### config.mk
export PLATFORM = sky130hd
export DESIGN_NAME = apb_rr_arbiter_flat
export DESIGN_NICKNAME = d
export VERILOG_FILES = /design/src/rtl/apb_rr_arbiter_if.sv /design/src/rtl/apb_rr_arbiter.sv /design/src/flat_wrapper.sv
export SDC_FILE = /design/constraint.sdc
export NUM_CORES = 1
export LEC_CHECK = 0
export ABC_AREA = 1
export CAP_MARGIN = 20
export CORE_MARGIN = 2
export CORE_UTILIZATION = 43
export CTS_CLUSTER_SIZE = 16
export DETAILED_ROUTE_END_ITERATION = 12
export PLACE_DENSITY = 0.84
export SYNTH_ARGS = -nofsm -noshare
export SYNTH_HDL_FRONTEND = slang
export SYNTH_SLANG_ARGS = --single-unit
### constraint.sdc
create_clock -name PCLK -period 2.4 [get_ports PCLK]
set_input_delay 0.6 -clock PCLK [delete_from_list [all_inputs] [get_ports PCLK]]
set_output_delay 0.6 -clock PCLK [all_outputs]
set_load 0.01 [all_outputs]
### src/rtl/apb_rr_arbiter_if.sv
// ---------------------------------------------------------------------------
// apb_rr_arbiter_if
//   Bundles the requester-side and APB-master-side signals of the
//   round-robin APB sequencer.
//
//   Requester side : req_valid, req_write, req_addr, req_wdata (to arbiter)
//                    req_ack, req_err, rsp_rdata              (from arbiter)
//   APB master side: start_write, start_read, m_addr, m_wdata (from arbiter)
//                    m_rdata, m_done                          (to arbiter)
//   Status         : busy, grant_id                           (from arbiter)
//
//   modport master : the arbiter's view (drives acks, commands and status)
//   modport slave  : the surrounding logic's view (clients + APB master)
// ---------------------------------------------------------------------------
interface apb_rr_arbiter_if #(
  parameter int unsigned NREQ = 4,
  parameter int unsigned AW   = 8,
  parameter int unsigned DW   = 8
);
  localparam int unsigned IW = $clog2(NREQ);

  logic [NREQ-1:0]    req_valid;
  logic [NREQ-1:0]    req_write;
  logic [NREQ*AW-1:0] req_addr;
  logic [NREQ*DW-1:0] req_wdata;
  logic [NREQ-1:0]    req_ack;
  logic               req_err;
  logic [DW-1:0]      rsp_rdata;

  logic               start_write;
  logic               start_read;
  logic [AW-1:0]      m_addr;
  logic [DW-1:0]      m_wdata;
  logic [DW-1:0]      m_rdata;
  logic               m_done;

  logic               busy;
  logic [IW-1:0]      grant_id;

  modport master (
    input  req_valid, req_write, req_addr, req_wdata, m_rdata, m_done,
    output req_ack, req_err, rsp_rdata, start_write, start_read,
           m_addr, m_wdata, busy, grant_id
  );

  modport slave (
    output req_valid, req_write, req_addr, req_wdata, m_rdata, m_done,
    input  req_ack, req_err, rsp_rdata, start_write, start_read,
           m_addr, m_wdata, busy, grant_id
  );
endinterface

### src/rtl/apb_rr_arbiter.sv
// ---------------------------------------------------------------------------
// apb_rr_arbiter
//   Shares one APB master between NREQ requesters. A round-robin pick is
//   made in IDLE, exactly one start_write/start_read is issued, then the
//   arbiter waits for m_done (or TIMEOUT cycles) and returns a one-cycle
//   req_ack to the granted requester with req_err and rsp_rdata.
//
//   Ports:
//     PCLK    : clock, rising edge
//     PRESETn : asynchronous active-low reset
//     bus     : apb_rr_arbiter_if.master (requester, APB master, status)
//
//   Parameters: NREQ (2..8), AW, DW, TIMEOUT (>=2)
// ---------------------------------------------------------------------------
module apb_rr_arbiter #(
  parameter int unsigned NREQ    = 4,
  parameter int unsigned AW      = 8,
  parameter int unsigned DW      = 8,
  parameter int unsigned TIMEOUT = 16
) (
  input  logic             PCLK,
  input  logic             PRESETn,
  apb_rr_arbiter_if.master bus
);

  localparam int unsigned IW = $clog2(NREQ);
  localparam int unsigned CW = $clog2(TIMEOUT);

  typedef enum logic [1:0] {
    IDLE  = 2'd0,
    ISSUE = 2'd1,
    WAIT  = 2'd2,
    RESP  = 2'd3
  } state_e;

  state_e        state_q, state_d;
  logic [IW-1:0] last_grant_q, last_grant_d;
  logic [IW-1:0] grant_q, grant_d;
  logic          dir_q, dir_d;
  logic          err_q, err_d;
  logic [AW-1:0] addr_q, addr_d;
  logic [DW-1:0] wdata_q, wdata_d;
  logic [DW-1:0] rdata_q, rdata_d;
  logic [CW-1:0] cnt_q, cnt_d;

  logic          pick_valid;
  logic [IW-1:0] pick_idx;
  logic [IW-1:0] cand;

  // Round-robin search: first pending request strictly after last_grant,
  // wrapping modulo NREQ, so the last served requester is tried last.
  always_comb begin : rr_pick
    pick_valid = 1'b0;
    pick_idx   = '0;
    cand       = '0;
    for (int unsigned i = 1; i <= NREQ; i++) begin
      cand = IW'((32'(last_grant_q) + i) % NREQ);
      if (!pick_valid && bus.req_valid[cand]) begin
        pick_valid = 1'b1;
        pick_idx   = cand;
      end
    end
  end

  always_comb begin : fsm_next
    state_d      = state_q;
    last_grant_d = last_grant_q;
    grant_d      = grant_q;
    dir_d        = dir_q;
    err_d        = err_q;
    addr_d       = addr_q;
    wdata_d      = wdata_q;
    rdata_d      = rdata_q;
    cnt_d        = cnt_q;

    case (state_q)
      IDLE: begin
        if (pick_valid) begin
          grant_d = pick_idx;
          dir_d   = bus.req_write[pick_idx];
          addr_d  = bus.req_addr[32'(pick_idx)*AW +: AW];
          wdata_d = bus.req_wdata[32'(pick_idx)*DW +: DW];
          state_d = ISSUE;
        end
      end
      ISSUE: begin
        cnt_d   = '0;
        state_d = WAIT;
      end
      WAIT: begin
        // done has priority over the timeout in the final wait cycle
        if (bus.m_done) begin
          if (!dir_q) begin
            rdata_d = bus.m_rdata;
          end
          err_d   = 1'b0;
          state_d = RESP;
        end else if (cnt_q == CW'(TIMEOUT - 1)) begin
          err_d   = 1'b1;
          state_d = RESP;
        end else begin
          cnt_d = cnt_q + 1'b1;
        end
      end
      RESP: begin
        last_grant_d = grant_q;
        state_d      = IDLE;
      end
      default: state_d = IDLE;
    endcase
  end

  always_ff @(posedge PCLK or negedge PRESETn) begin : regs
    if (!PRESETn) begin
      state_q      <= IDLE;
      last_grant_q <= IW'(NREQ - 1);
      grant_q      <= '0;
      dir_q        <= 1'b0;
      err_q        <= 1'b0;
      addr_q       <= '0;
      wdata_q      <= '0;
      rdata_q      <= '0;
      cnt_q        <= '0;
    end else begin
      state_q      <= state_d;
      last_grant_q <= last_grant_d;
      grant_q      <= grant_d;
      dir_q        <= dir_d;
      err_q        <= err_d;
      addr_q       <= addr_d;
      wdata_q      <= wdata_d;
      rdata_q      <= rdata_d;
      cnt_q        <= cnt_d;
    end
  end

  // Pulses are decoded from the state register so an asynchronous reset
  // clears them immediately without any extra output flops.
  always_comb begin : out_decode
    bus.req_ack = '0;
    if (state_q == RESP) begin
      bus.req_ack[grant_q] = 1'b1;
    end
    bus.req_err     = (state_q == RESP) && err_q;
    bus.start_write = (state_q == ISSUE) && dir_q;
    bus.start_read  = (state_q == ISSUE) && !dir_q;
    bus.busy        = (state_q != IDLE);
    bus.grant_id    = grant_q;
    bus.m_addr      = addr_q;
    bus.m_wdata     = wdata_q;
    bus.rsp_rdata   = rdata_q;
  end

endmodule

### src/flat_wrapper.sv
// flat-port wrapper written by rule: the top's interface ports become plain ports
module apb_rr_arbiter_flat 
#(
  parameter int unsigned NREQ    = 4,
  parameter int unsigned AW      = 8,
  parameter int unsigned DW      = 8,
  parameter int unsigned TIMEOUT = 16
)
  (PCLK, PRESETn, bus_req_valid, bus_req_write, bus_req_addr, bus_req_wdata, bus_m_rdata, bus_m_done, bus_req_ack, bus_req_err, bus_rsp_rdata, bus_start_write, bus_start_read, bus_m_addr, bus_m_wdata, bus_busy, bus_grant_id);
  apb_rr_arbiter_if #(.NREQ(NREQ), .AW(AW), .DW(DW)) bus_i ();
  input  logic PCLK;
  input  logic PRESETn;
  input wire logic [$bits(bus_i.req_valid)-1:0] bus_req_valid;
  input wire logic [$bits(bus_i.req_write)-1:0] bus_req_write;
  input wire logic [$bits(bus_i.req_addr)-1:0] bus_req_addr;
  input wire logic [$bits(bus_i.req_wdata)-1:0] bus_req_wdata;
  input wire logic [$bits(bus_i.m_rdata)-1:0] bus_m_rdata;
  input wire logic [$bits(bus_i.m_done)-1:0] bus_m_done;
  output wire logic [$bits(bus_i.req_ack)-1:0] bus_req_ack;
  output wire logic [$bits(bus_i.req_err)-1:0] bus_req_err;
  output wire logic [$bits(bus_i.rsp_rdata)-1:0] bus_rsp_rdata;
  output wire logic [$bits(bus_i.start_write)-1:0] bus_start_write;
  output wire logic [$bits(bus_i.start_read)-1:0] bus_start_read;
  output wire logic [$bits(bus_i.m_addr)-1:0] bus_m_addr;
  output wire logic [$bits(bus_i.m_wdata)-1:0] bus_m_wdata;
  output wire logic [$bits(bus_i.busy)-1:0] bus_busy;
  output wire logic [$bits(bus_i.grant_id)-1:0] bus_grant_id;
  assign bus_i.req_valid = bus_req_valid;
  assign bus_i.req_write = bus_req_write;
  assign bus_i.req_addr = bus_req_addr;
  assign bus_i.req_wdata = bus_req_wdata;
  assign bus_i.m_rdata = bus_m_rdata;
  assign bus_i.m_done = bus_m_done;
  assign bus_req_ack = bus_i.req_ack;
  assign bus_req_err = bus_i.req_err;
  assign bus_rsp_rdata = bus_i.rsp_rdata;
  assign bus_start_write = bus_i.start_write;
  assign bus_start_read = bus_i.start_read;
  assign bus_m_addr = bus_i.m_addr;
  assign bus_m_wdata = bus_i.m_wdata;
  assign bus_busy = bus_i.busy;
  assign bus_grant_id = bus_i.grant_id;
  apb_rr_arbiter #(.NREQ(NREQ), .AW(AW), .DW(DW), .TIMEOUT(TIMEOUT)) u_core (.PCLK(PCLK), .PRESETn(PRESETn), .bus(bus_i));
endmodule
==> results of run 1 <==
## where the power goes
part,internal [mW],leakage (nW),switching (mW),total [mW]
sequential,0.914,0.441,0.211,1.12
combinational,1.69,1.63,2.13,3.82
clock,0.235,0.0516,0.230,0.464
total,2.83,2.12,2.57,5.41
## timing repair
item                                   4_1_cts  5_1_grt
resized for setup                            0        2
setup endpoints to repair                    0        3
endpoints found under the hold margin        0        0
buffers inserted                             0        0
## cell type report
type                            count  area, um2
Clock inverter                      2       13.8
Multi-Input combinational cell    263       1350
Tap cell                           75       93.8
Timing Repair Buffer              133       1290
Sequential cell                    36        903
Clock buffer                        6       82.6
Inverter                           81        309
Fill cell                         498       1950
## routing by layer
metal | GRT usage, % | vias up
met5 | 0 | -
met4 | 4.32 | 0
met3 | 4.87 | 8
met2 | 39.1 | 88
met1 | 28.1 | 1315
li1 | - | 1491
## synth_stat cells, types with 2 or more instances
| cell | instances | area [um2] |
|---|---|---|
| a21oi_1 | 5 | 25.0 |
| buf_2 | 10 | 50.1 |
| buf_4 | 4 | 30.0 |
| buf_6 | 4 | 45.0 |
| clkbuf_1 | 2 | 7.51 |
| dfrtp_1 | 34 | 851 |
| dfstp_2 | 2 | 52.6 |
| ha_1 | 5 | 62.6 |
| inv_1 | 78 | 293 |
| inv_2 | 2 | 7.51 |
| mux2_2 | 8 | 90.1 |
| nand2_1 | 128 | 480 |
| nand2_2 | 4 | 25.0 |
| nand2_4 | 3 | 33.8 |
| nand3_1 | 39 | 195 |
| nand3_2 | 4 | 40.0 |
| nand4_1 | 30 | 188 |
| nor2_1 | 13 | 48.8 |
| nor2_2 | 3 | 18.8 |
| nor3_1 | 2 | 10.0 |
| o211ai_1 | 3 | 22.5 |
| o21ai_0 | 7 | 35.0 |
| or2_0 | 2 | 12.5 |
## registers in the layout, summed over array words and instances, names as in the netlist
register	cells
u_core.bus.m_addr	8
u_core.bus.m_wdata	8
u_core.bus.rsp_rdata	8
u_core.cnt_q	4
u_core.bus.grant_id	2
u_core.last_grant_q	2
u_core.state_q	2
u_core.dir_q	1
u_core.err_q	1
## metrics by stage
stage,setup TNS [ps],cells
finish,0,596
global route,0,596
CTS,0,596
detailed placement,-799,588
global placement,-194,588
floorplan,0,400
## cells by family (layout without fill, tap and decap cells)
family | count (synthesis) | after routing | share of synthesized area [%]
and+or+nand+nor | 231 | 231 | 39.9
buffers and inverters | 101 | 222 | 16.4
DFF | 36 | 36 | 33.5
AOI/OAI and AO/OA | 18 | 18 | 4.09
muxes | 9 | 9 | 3.72
adders and majority gates | 5 | 5 | 2.32
## worst paths after layout
kind                                        start                      end  slack (ps)  cells past startpoint
setup / recovery                u_core.state_q[1]           bus_req_ack[2]         140                      4
hold / removal                            PRESETn  u_core.bus.rsp_rdata[3]         380                      1
setup reg to reg           u_core.last_grant_q[0]     u_core.bus.m_addr[2]         270                     13
hold reg to reg             u_core.bus.m_wdata[2]    u_core.bus.m_wdata[2]         480                      2
max in group asynchronous                 PRESETn    u_core.bus.m_wdata[7]        1520                      1
min in group PCLK           u_core.bus.m_wdata[2]    u_core.bus.m_wdata[2]         480                      2
## cells in the final DEF, fill, tap and decap left out, types with 3 or more instances in the layout
cell / netlist / layout
buf_4: 4 / 17
ha_1: 5 / 4
nor2_2: 3 / 3
nand3_2: 4 / 4
mux2_2: 8 / 8
inv_1: 78 / 78
o211ai_1: 3 / 3
nand2_4: 3 / 3
dfrtp_1: 34 / 34
nand4_1: 30 / 30
nand2_1: 128 / 128
nand3_1: 39 / 39
o21ai_0: 7 / 7
nand2_2: 4 / 4
clkbuf_8: 0 / 6
clkdlybuf4s50_1: 0 / 114
a21oi_1: 5 / 5
nor2_1: 13 / 13
==> flow_summary.yaml, run 1 <==
die:
  core_region_area_um2: 5990
  die_height_um: 83.2
  design.die.area_um2: 6910
  ioPinCount: 117
  initial_core_util_pct: 45.0
  rows: 28
  chipWidth_um: 83.2
job:
  max_cap_violations: 0
cts:
  ctsHtreeMaxLevel: 2
  cts.sink_count: 36
  tritoncts.num_buffers: 5
  cts.reportedPaths.clkPinSlew_ps: 80
  cts_buffer_depth: 2
  post_cts_hold_buffer_count: 0
  tritoncts: "built"
  clk_latency_ps: 290
  clock-root-buffer: "clkbuf_8"
worst_setup_path:
  crit_type: "reg -> out"
  critPathCaptureType: "output port"
  worstPathMaxFanout: 6
  slowest_stage: "clkdlybuf4s50_1"
  critPathMaxStageDelay_ps: 540
  worst_ep_arrival_time_ps: 1660
  cp.required_ps: 1800
  cell_class_contributing_the_biggest_share_of_worst_path_delay: "buffers and inverters"
  crit_path_cell_trace: "ha_2 > nand2_1 > nor2_1 > clkdlybuf4s50_1"
  worstPathBufferInverterCount: 1
  worst_setup_path_start_kind: "flop"
final_layout:
  post-route-cell-area_um2: 4040
  finalNetCount: 608
  syn2layout_area_growth_pct: 50.0
  drive_above_1_share_pct: 10.9
  antenna_cells_inserted: 0
  layout.core_utilization_pct: 67.4
yosys:
  synthCells: 400
  yosys_warnings: 0
  yosys.cell_types.count: 31
  synth.net_count: 488
  synth-main-ff-cell: "dfrtp_1"
  synthArstFlopShare_pct: 100
  synthesis.area_per_instance_um2: 6.73
  ys_seq_area_share_pct: 33.5
  count_of_flip_flops_with_a_built_in_enable_after_synthesis: 0
  synthesized_flop_and_latch_total: 36
  netlist_area_before_placement_um2: 2690
global_route:
  grt_pass1_vias: 2909
  gr-total-overflow: 0
  largest_net_degree_at_the_start_of_global_routing: 37
  gr_usage_total_pct: 22.2
  grt_first_pass_wirelength_um: 13000
  grt_antenna_before_repair: 0
placed_design:
  placed_cell_area_um2: 3940
  global_placer_s_final_weighted_congestion: 0.889
  place.detailed.hpwl_um: 5910
  dp_worst_setup_slack_ps: -80.0
  io_buffer_count: 116
timing:
  worst_hold_slack_ps: 382
  final_clock_period_utilization_by_the_worst_path_pct: 94.1
  finalWorstPathRequiredPeriod_ps: 2260
  report.final.slew_viol_count: 0
  max_freq_mhz: 443
  unrepaired_setup_endpoints_after_global_routing: "no"
  worst_clock_skew_ps: 3.62
  maxSlewHeadroom_pct: 48.1
  final-setup-viol-count: 0
  tightest_slew_ps: 779
  hold_violations: 0
  post-route-worst-setup-slack_ps: 141
drt:
  route.detailed.wl_per_inst_um: 12.6
  first_pass_iters: 4
  final_antenna_net_count: 0
  wl_met1_um: 3320
  detail_route.vias_per_cell: 4.87
  drtIter0Drc: 160
  vias: 2902
  drt-total-wl_um: 7490
  detail_route.drc_violations: 0
  met2WireLength_um: 3700
  route.met3.wl_um: 399
  top_layer_used: "met4"
status:
  outcome: "complete, no violations"
power:
  power_per_cell_area_nw_per_um2: 1340
  vdd.ir_drop.worst_v: 0.000726
  power.total_mw: 5.41
  static-leakage-power_nw: 2.12
min_path:
  hp-class: "in -> async"
Power figures use the tool's default switching activity.
==> inputs of run 2 (changes only) <==
Settings changed: CORE_MARGIN 2 to default, GPL_ROUTABILITY_DRIVEN from default to 0.
==> run 2 against run 1 <==
Clock power shrank 8.0%. Clock-buffer cell count fell by 1. Register-to-register slack got worse by 90 ps. First-iteration DRC count rose by 99%. Via count grew 3.5%. Total power up 4.8%. Clock skew up 5.5 ps. Final area is 2.2% higher. Utilization is 1.5 points higher. Non-clock buffer count rose by 6. Critical path depth did not move. Critical path type unchanged.
==> flow_summary.yaml, run 2 (same netlist as run 1, synthesis figures left out) <==
worst_setup_path:
  critPathMaxStageDelay_ps: 540
  cell_class_contributing_the_biggest_share_of_worst_path_delay: "buffers and inverters"
  worstPathBufferInverterCount: 1
  cp.required_ps: 1800
  critPathCaptureType: "output port"
  crit_path_cell_trace: "ha_2 > nand2_1 > nor2_1 > clkdlybuf4s50_1"
  slowest_stage: "clkdlybuf4s50_1"
  worst_setup_path_start_kind: "flop"
  worst_ep_arrival_time_ps: 1690
  crit_type: "reg -> out"
  worstPathMaxFanout: 6
timing:
  finalWorstPathRequiredPeriod_ps: 2290
  max_freq_mhz: 436
  tightest_slew_ps: 815
  final_clock_period_utilization_by_the_worst_path_pct: 95.6
  final-setup-viol-count: 0
  hold_violations: 0
  maxSlewHeadroom_pct: 45.6
  worst_hold_slack_ps: 406
  report.final.slew_viol_count: 0
  worst_clock_skew_ps: 9.13
die:
  core_region_area_um2: 5990
  design.die.area_um2: 6590
  rows: 28
  initial_core_util_pct: 45.0
  die_height_um: 81.2
  chipWidth_um: 81.2
  ioPinCount: 117
final_layout:
  antenna_cells_inserted: 0
  multi_input_area_um2: 1360
  fillCellCount: 502
  layout_commonest_cell: "nand2_1"
  layout.core_utilization_pct: 68.9
  area.sequential_um2: 903
  post-route-cell-area_um2: 4130
  drive_above_1_share_pct: 12.1
  syn2layout_area_growth_pct: 53.2
  most_frequent_cells_in_the_layout: "nand2_1 (127), clkdlybuf4s50_1 (114), inv_1 (78)"
  stdcell_count: 602
  finalNetCount: 614
drt:
  detail_route.vias_per_cell: 4.99
  vias: 3004
  final_antenna_net_count: 0
  drtIter0Drc: 319
  detail_route.drc_violations: 0
  drt-total-wl_um: 8070
  route.detailed.wl_per_inst_um: 13.4
  first_pass_iters: 4
power:
  static-leakage-power_nw: 2.16
  share_comb_of_total_power_pct: 72.6
  switching_share_pct: 47.6
  net-switching-power_mw: 2.70
  cellInternalPower_mw: 2.97
  sequentialPowerShare_pct: 19.9
  vdd.ir_drop.worst_v: 0.000818
  power_per_cell_area_nw_per_um2: 1370
  pwr-share-clk_pct: 7.5
  power.total_mw: 5.67
min_path:
  hp-class: "in -> async"
cts:
  tritoncts: "built"
  ctsHtreeMaxLevel: 2
  cts.reportedPaths.clkPinSlew_ps: 80
  clock-root-buffer: "clkbuf_8"
  cts.sink_count: 36
  clk_latency_ps: 280
  post_cts_hold_buffer_count: 0
  tritoncts.num_buffers: 5
  cts_buffer_depth: 2
global_route:
  grt_pass1_vias: 2799
  gr_usage_total_pct: 24.7
  largest_net_degree_at_the_start_of_global_routing: 37
  grt_antenna_before_repair: 0
  grt_first_pass_wirelength_um: 12500
  gr-total-overflow: 0
placed_design:
  dp.cells: 592
  io_buffer_count: 116
  place.detailed.hpwl_um: 6190
  placed_cell_area_um2: 4010
status:
  outcome: "complete, no violations"
job:
  max_cap_violations: 0
==> run 2: area by class of cell <==
type | instances | area share, %
clock buffer | 5 | 1.67
clock inverter | 3 | 0.455
inverter | 81 | 7.49
multi-input combinational | 263 | 33.0
tap | 75 | 2.27
sequential | 36 | 21.9
timing repair buffer | 139 | 33.3
==> run 2: power groups by stage <==
stage	clock (mW)	combinational, mW	sequential [mW]
3_3_place_gp	0	3.87	1.12
3_5_place_dp	0	4.00	1.13
2_1_floorplan	0	2.47	1.18
5_1_grt	0.459	4.52	1.16
6_report	0.427	4.11	1.13
4_1_cts	0.439	4.03	1.12
==> run 2: worst paths after layout <==
kind                                        startpoint                      end  slack, ps  cells after the start
max in group asynchronous                      PRESETn     u_core.bus.m_addr[0]       1480                      1
worst max-delay path                 u_core.state_q[0]           bus_req_ack[2]        110                      4
worst min register to register   u_core.bus.m_wdata[0]    u_core.bus.m_wdata[0]        480                      2
worst min-delay path                           PRESETn  u_core.bus.rsp_rdata[7]        410                      1
min in group PCLK                u_core.bus.m_wdata[0]    u_core.bus.m_wdata[0]        480                      2
worst max register to register  u_core.last_grant_q[0]    u_core.bus.m_wdata[2]        180                     14
==> run 2: stage by stage <==
stage | setup slack (ps) | TNS, ps
6_report | 105 | 0
3_3_place_gp | -61.3 | -346
5_1_grt | -11.2 | -11.4
2_1_floorplan | 544 | 0
4_1_cts | 34.6 | 0
3_5_place_dp | -172 | -2040
==> run 2: what timing repair did <==
action	CTS	global route
endpoints found under the setup margin	0	20
setup buffers	0	2
gates resized for setup	0	5
==> run 2: metal layers <==
metal  vias to the layer above  share of wire, %  GRT usage [%]
li1                       1501                 -              -
met1                      1362                42           30.6
met2                       123                49           42.7
met3                        18               6.5           3.37
met4                         0               2.4           11.1
met5                         -                 0              0
==> RTL change 1, RTL diff (settings of run 2) <==
Re-encode `state_e` (4 states) as Gray code, 2 bits wide.
--- a/src/rtl/apb_rr_arbiter.sv
+++ b/src/rtl/apb_rr_arbiter.sv
@@ -27,10 +27,10 @@
   localparam int unsigned CW = $clog2(TIMEOUT);
 
   typedef enum logic [1:0] {
-    IDLE  = 2'd0,
-    ISSUE = 2'd1,
-    WAIT  = 2'd2,
-    RESP  = 2'd3
+    IDLE  = 2'b00,
+    ISSUE = 2'b01,
+    WAIT  = 2'b11,
+    RESP  = 2'b10
   } state_e;
 
   state_e        state_q, state_d;
Behaviour: same outputs for any inputs over 4 cycles, from zero or initial values and one cycle with PRESETn low; so few cycles prove little.
==> RTL change 1 against run 2 <==
- sequential cell count did not move
- area after synthesis fell by 6.9%
- final cell count fell by 2.7%
- largest cell class unchanged
- power fell by 4.6%
- design area fell by 4.6%
- wire length fell by 9.5%
- die area fell by 6.8%
- setup slack got worse by 0.020 ns
==> RTL change 1: results (changes against run 2) <==
placed_design:
  dp.cells: 576  # was 592
  placed_area_mm2: 0.00381  # was 0.00401 mm2
  dp_hpwl_um: 5710  # was 6190 um
setup_path:
  rr_worst_depth: 13  # was 14
  crit_family: "simple AND/OR/NAND/NOR gates"  # was buffers and inverters
  timing.rr.end: "u_core.bus.m_addr[7]"  # was u_core.bus.m_wdata[2]
  cpPeakStageDelay_ns: 0.43  # was 0.54 ns
  r2r_start: "u_core.last_grant_q[1]"  # was u_core.last_grant_q[0]
  arrival_ns: 2.48  # was 1.69 ns
  regToRegSetupSlack_ns: 0.15  # was 0.18 ns
  crit_fanout: 21  # was 6
pwr:
  total_power_w: 0.00541  # was 0.00567 W
  pwr.group.combinational_w: 0.00386  # was 0.00411 W
  p_leak_nw: 2.06  # was 2.16 nW
  internal_power_w: 0.00291  # was 0.00297 W
  ir_worst_vdd_v: 0.000711  # was 0.000818 V
cells_and_area:
  inverters: 79  # was 81
  multi_input_area_mm2: 0.00124  # was 0.00136 mm2
  nets: 597  # was 614
  clk_share_pct: 2.07  # was 2.12%
  clockBufferCount: 7  # was 5
  layout.nonclk_buf_share_pct: 33.7  # was 33.3%
  final_cell_count_no_fill: 586  # was 602
  drive_gt1_share_pct: 9.53  # was 12.1%
  nFillCells: 458  # was 502
  multi_input_comb_cells: 260  # was 263
synthesis:
  synth_cell_types: 30  # was 31
  syn_area_per_cell_um2: 6.43  # was 6.73 um2
  synth_common_cells: "nand2_1, inv_1, nand3_1"  # unchanged
  yosysWarnings: 0  # unchanged
global_routing:
  grt_util_met1_pct: 29.0  # was 30.6%
  first_global_vias: 2708  # was 2,799
  met3_usage_pct: 6.63  # was 3.37%
  met2_usage_pct: 42.7  # about the same
  grt_pass1_wl_um: 11900  # was 12,500 um
routing:
  route.met3.wl_um: 595  # was 524 um
  wire_per_inst_um: 12.5  # was 13.4 um
  dr_wl_met2_um: 3570  # was 3970 um
  firstDrtPassIters: 4  # unchanged
  drtIter0Drc: 197  # was 319
  m1WireLength_um: 3020  # was 3390 um
timing:
  tightest_slew_ns: 0.806  # was 0.815 ns
  fin_skew_ns: 0.00827  # was 0.00913 ns
outcome:
  status: "completed"  # unchanged
## RTL change 1: cell count changes after synthesis, sizes merged, moves of 4 or more
cell | run 2 | this run
nand4 | 30 | 1
nand3 | 43 | 70
or2 | 3 | 10
buf | 18 | 14
ha | 5 | 1
## RTL change 1: cell families after synthesis
kind of cell | after synthesis | share of synthesized area [%]
adder cells (fa/ha/maj) | 1 | 0.499
AND/OR/NAND/NOR | 239 | 41.7
buffers and inverters | 94 | 15.3
flip-flops | 36 | 36.0
AO/OA/AOI/OAI | 11 | 2.54
multiplexers | 9 | 3.99
## RTL change 1: worst max-delay path by stage
stage,depth (start not counted),endpoint,slack (ns)
global placement,13,u_core.bus.m_addr[7],-0.06
detailed placement,13,u_core.bus.m_wdata[7],-0.16
CTS,5,bus_req_ack[0],0.02
floorplan,14,u_core.bus.m_addr[1],0.44
finish,13,u_core.bus.m_addr[7],0.09
global route,12,u_core.bus.m_addr[6],-0.02
==> RTL change 2, RTL diff (config.mk and constraints of run 2) <==
Made on the original files. `AW` is set to 8 in 3 places; all go to 7. Comments in the files are not updated.
--- a/src/rtl/apb_rr_arbiter_if.sv
+++ b/src/rtl/apb_rr_arbiter_if.sv
@@ -14,7 +14,7 @@
 // ---------------------------------------------------------------------------
 interface apb_rr_arbiter_if #(
   parameter int unsigned NREQ = 4,
-  parameter int unsigned AW   = 8,
+  parameter int unsigned AW   = 7,
   parameter int unsigned DW   = 8
 );
   localparam int unsigned IW = $clog2(NREQ);
--- a/src/rtl/apb_rr_arbiter.sv
+++ b/src/rtl/apb_rr_arbiter.sv
@@ -14,7 +14,7 @@
 // ---------------------------------------------------------------------------
 module apb_rr_arbiter #(
   parameter int unsigned NREQ    = 4,
-  parameter int unsigned AW      = 8,
+  parameter int unsigned AW      = 7,
   parameter int unsigned DW      = 8,
   parameter int unsigned TIMEOUT = 16
 ) (
--- a/src/flat_wrapper.sv
+++ b/src/flat_wrapper.sv
@@ -2,7 +2,7 @@
 module apb_rr_arbiter_flat 
 #(
   parameter int unsigned NREQ    = 4,
-  parameter int unsigned AW      = 8,
+  parameter int unsigned AW      = 7,
   parameter int unsigned DW      = 8,
   parameter int unsigned TIMEOUT = 16
 )
Interface: changed (resized bus_m_addr and bus_req_addr); port bits go from 117 to 112. The function was not compared with the original's and may differ.
==> RTL change 2 against run 2 <==
- clock skew fell by 0.0030 ns
- sequential cell count down 1
- design area fell by 6.9%
- power shrank 5.3%
- synthesized cell count shrank 7.5%
- sequential share of layout area rose by 0.98 points
- area after synthesis down 6.5%
- setup slack gained 0.012 ns
- count of clock-buffer cells in the layout increased by 1
- non-clock buffer count decreased by 15
- wire length decreased by 16%
- first-iteration DRC count down 72%
==> RTL change 2: results (changes against run 2) <==
timing:
  tightest_slew_ns: 0.758  # was 0.815 ns
  fin_skew_ns: 0.00610  # was 0.00913 ns
synthesis:
  synth_ff_type: "dfrtp_1"  # unchanged
  synth_common_cells: "nand2_1, inv_1, nand3_1"  # unchanged
  synth_cell_types: 30  # was 31
  synth_area_leaders: "dfrtp_1, nand2_1, nand3_1, inv_1, mux2_2"  # was dfrtp_1, nand2_1, inv_1, nand3_1, nand4_1
  synth_nets: 454  # was 488
  synth_edf_count: 0  # unchanged
  yosysWarnings: 0  # unchanged
  synth-seq-area-share_pct: 34.9  # was 33.5%
pwr:
  p_leak_nw: 1.98  # was 2.16 nW
  ir_worst_vdd_v: 0.000680  # was 0.000818 V
global_routing:
  antenna_found_initial: 0  # unchanged
  grt_use_total_pct: 22.5  # was 24.7%
  grt_pass1_wl_um: 11000  # was 12,500 um
  grt_start_max_net_pins: 36  # was 37
setup_path:
  cpMaxStageDelayCell: "clkdlybuf4s50_1"  # unchanged
  rr_worst_depth: 12  # was 14
  timing.rr.end: "u_core.bus.m_addr[1]"  # was u_core.bus.m_wdata[2]
  crit_family: "buffers and inverters"  # unchanged
  arrival_ns: 1.68
  regToRegSetupSlack_ns: 0.22  # was 0.18 ns
  crit_start: "u_core.state_q[0]"  # unchanged
  crit_fanout: 3  # was 6
  crit_end: "bus_busy"  # was bus_req_ack[2]
  cpPeakStageDelay_ns: 0.56  # was 0.54 ns
  r2r_start: "u_core.last_grant_q[0]"  # unchanged
placed_design:
  dp_hpwl_um: 5190  # was 6190 um
  io_buffers: 111  # was 116
  dp_slack_ns: -0.132  # was -0.172 ns
routing:
  drtIter0Drc: 89  # was 319
  firstDrtPassIters: 5  # was 4
  wl_um: 6760  # was 8070 um
  vias: 2745  # was 3,004
clock_tree:
  clock_latency_ns: 0.28  # about the same
  clk_pin_slew_ns: 0.08  # about the same
  ctsResizeCount: 0  # unchanged
cells_and_area:
  nFillCells: 470  # was 502
  nets: 576  # was 614
  drive_gt1_share_pct: 11.8  # was 12.1%
outcome:
  status: "completed"  # unchanged
RTL change 2: cell types whose count changed after synthesis, sizes merged, moves of 7 or more:
cell | run 2 | this run
buf | 18 | 9
inv | 81 | 70
nand2 | 135 | 128
nand3 | 43 | 65
nand4 | 30 | 1
or2 | 3 | 13
RTL change 2: per-layer routing:
| metal | vias up | routed length, um | global-route usage [%] |
|---|---|---|---|
| li1 | 1387 | - | - |
| met1 | 1238 | 2780 | 24.2 |
| met4 | 0 | 149 | 10.7 |
| met5 | - | 0 | 0 |
| met3 | 17 | 441 | 5.23 |
| met2 | 103 | 3400 | 41.2 |
RTL change 2: how the worst min path moves through the flow:
stage                                        end  slack (ns)             startpoint
after floorplan           u_core.bus.grant_id[0]        0.30                PRESETn
final                            u_core.cnt_q[0]        0.37                PRESETn
after global placement      u_core.bus.m_addr[5]        0.46   u_core.bus.m_addr[5]
after global routing             u_core.cnt_q[1]        0.45                PRESETn
after CTS                        u_core.cnt_q[1]        0.41                PRESETn
after detailed placement   u_core.bus.m_wdata[2]        0.47  u_core.bus.m_wdata[2]
RTL change 2: report_power, final:
group / internal (W) / switching (W)
sequential: 0.000895 / 0.000216
combinational: 0.00169 / 0.00214
clock: 0.000203 / 0.000219
total: 0.00279 / 0.00258
RTL change 2: worst register-to-register path: cells and delay by family, from the launching register on:
| kind | cells | cell delay [ns] |
|---|---|---|
| and+or+nand+nor | 11 | 1.31 |
| DFF | 1 | 0.67 |
| buffers and inverters | 1 | 0.09 |
RTL change 2: area by class of cell:
type                    count  share of cell area, %
clock inverters             2                  0.326
inverters                  70                   6.97
flip-flops and latches     35                   22.9
multi-input cells         256                   34.3
clock buffers               6                   1.89
repair buffers            124                   31.3
well taps                  72                   2.35
RTL change 2: metrics by stage:
stage | instances | setup TNS, ns | hold WS, ns | power [W] | cell area, um2
after CTS | 564 | 0 | 0.415 | 0.00528 | 3820
final | 565 | 0 | 0.368 | 0.00537 | 3840
after detailed placement | 556 | -1.69 | 0.467 | 0.00485 | 3740
after global placement | 556 | -0.682 | 0.462 | 0.00474 | 3740
after global routing | 565 | -0.0224 | 0.450 | 0.00587 | 3840
after floorplan | 370 | 0 | 0.304 | 0.00365 | 2520
RTL change 2: logic make-up (layout without fill, tap and decap cells):
logic type      count (synthesis)  in the layout  share of synthesized area, %
buf+inv                        80            202                          13.7
flops                          35             35                          34.9
compound gates                 20             20                          4.77
fa+ha+maj                       5              5                          2.48
simple gates                  222            223                          40.6
mux                             8              8                          3.58
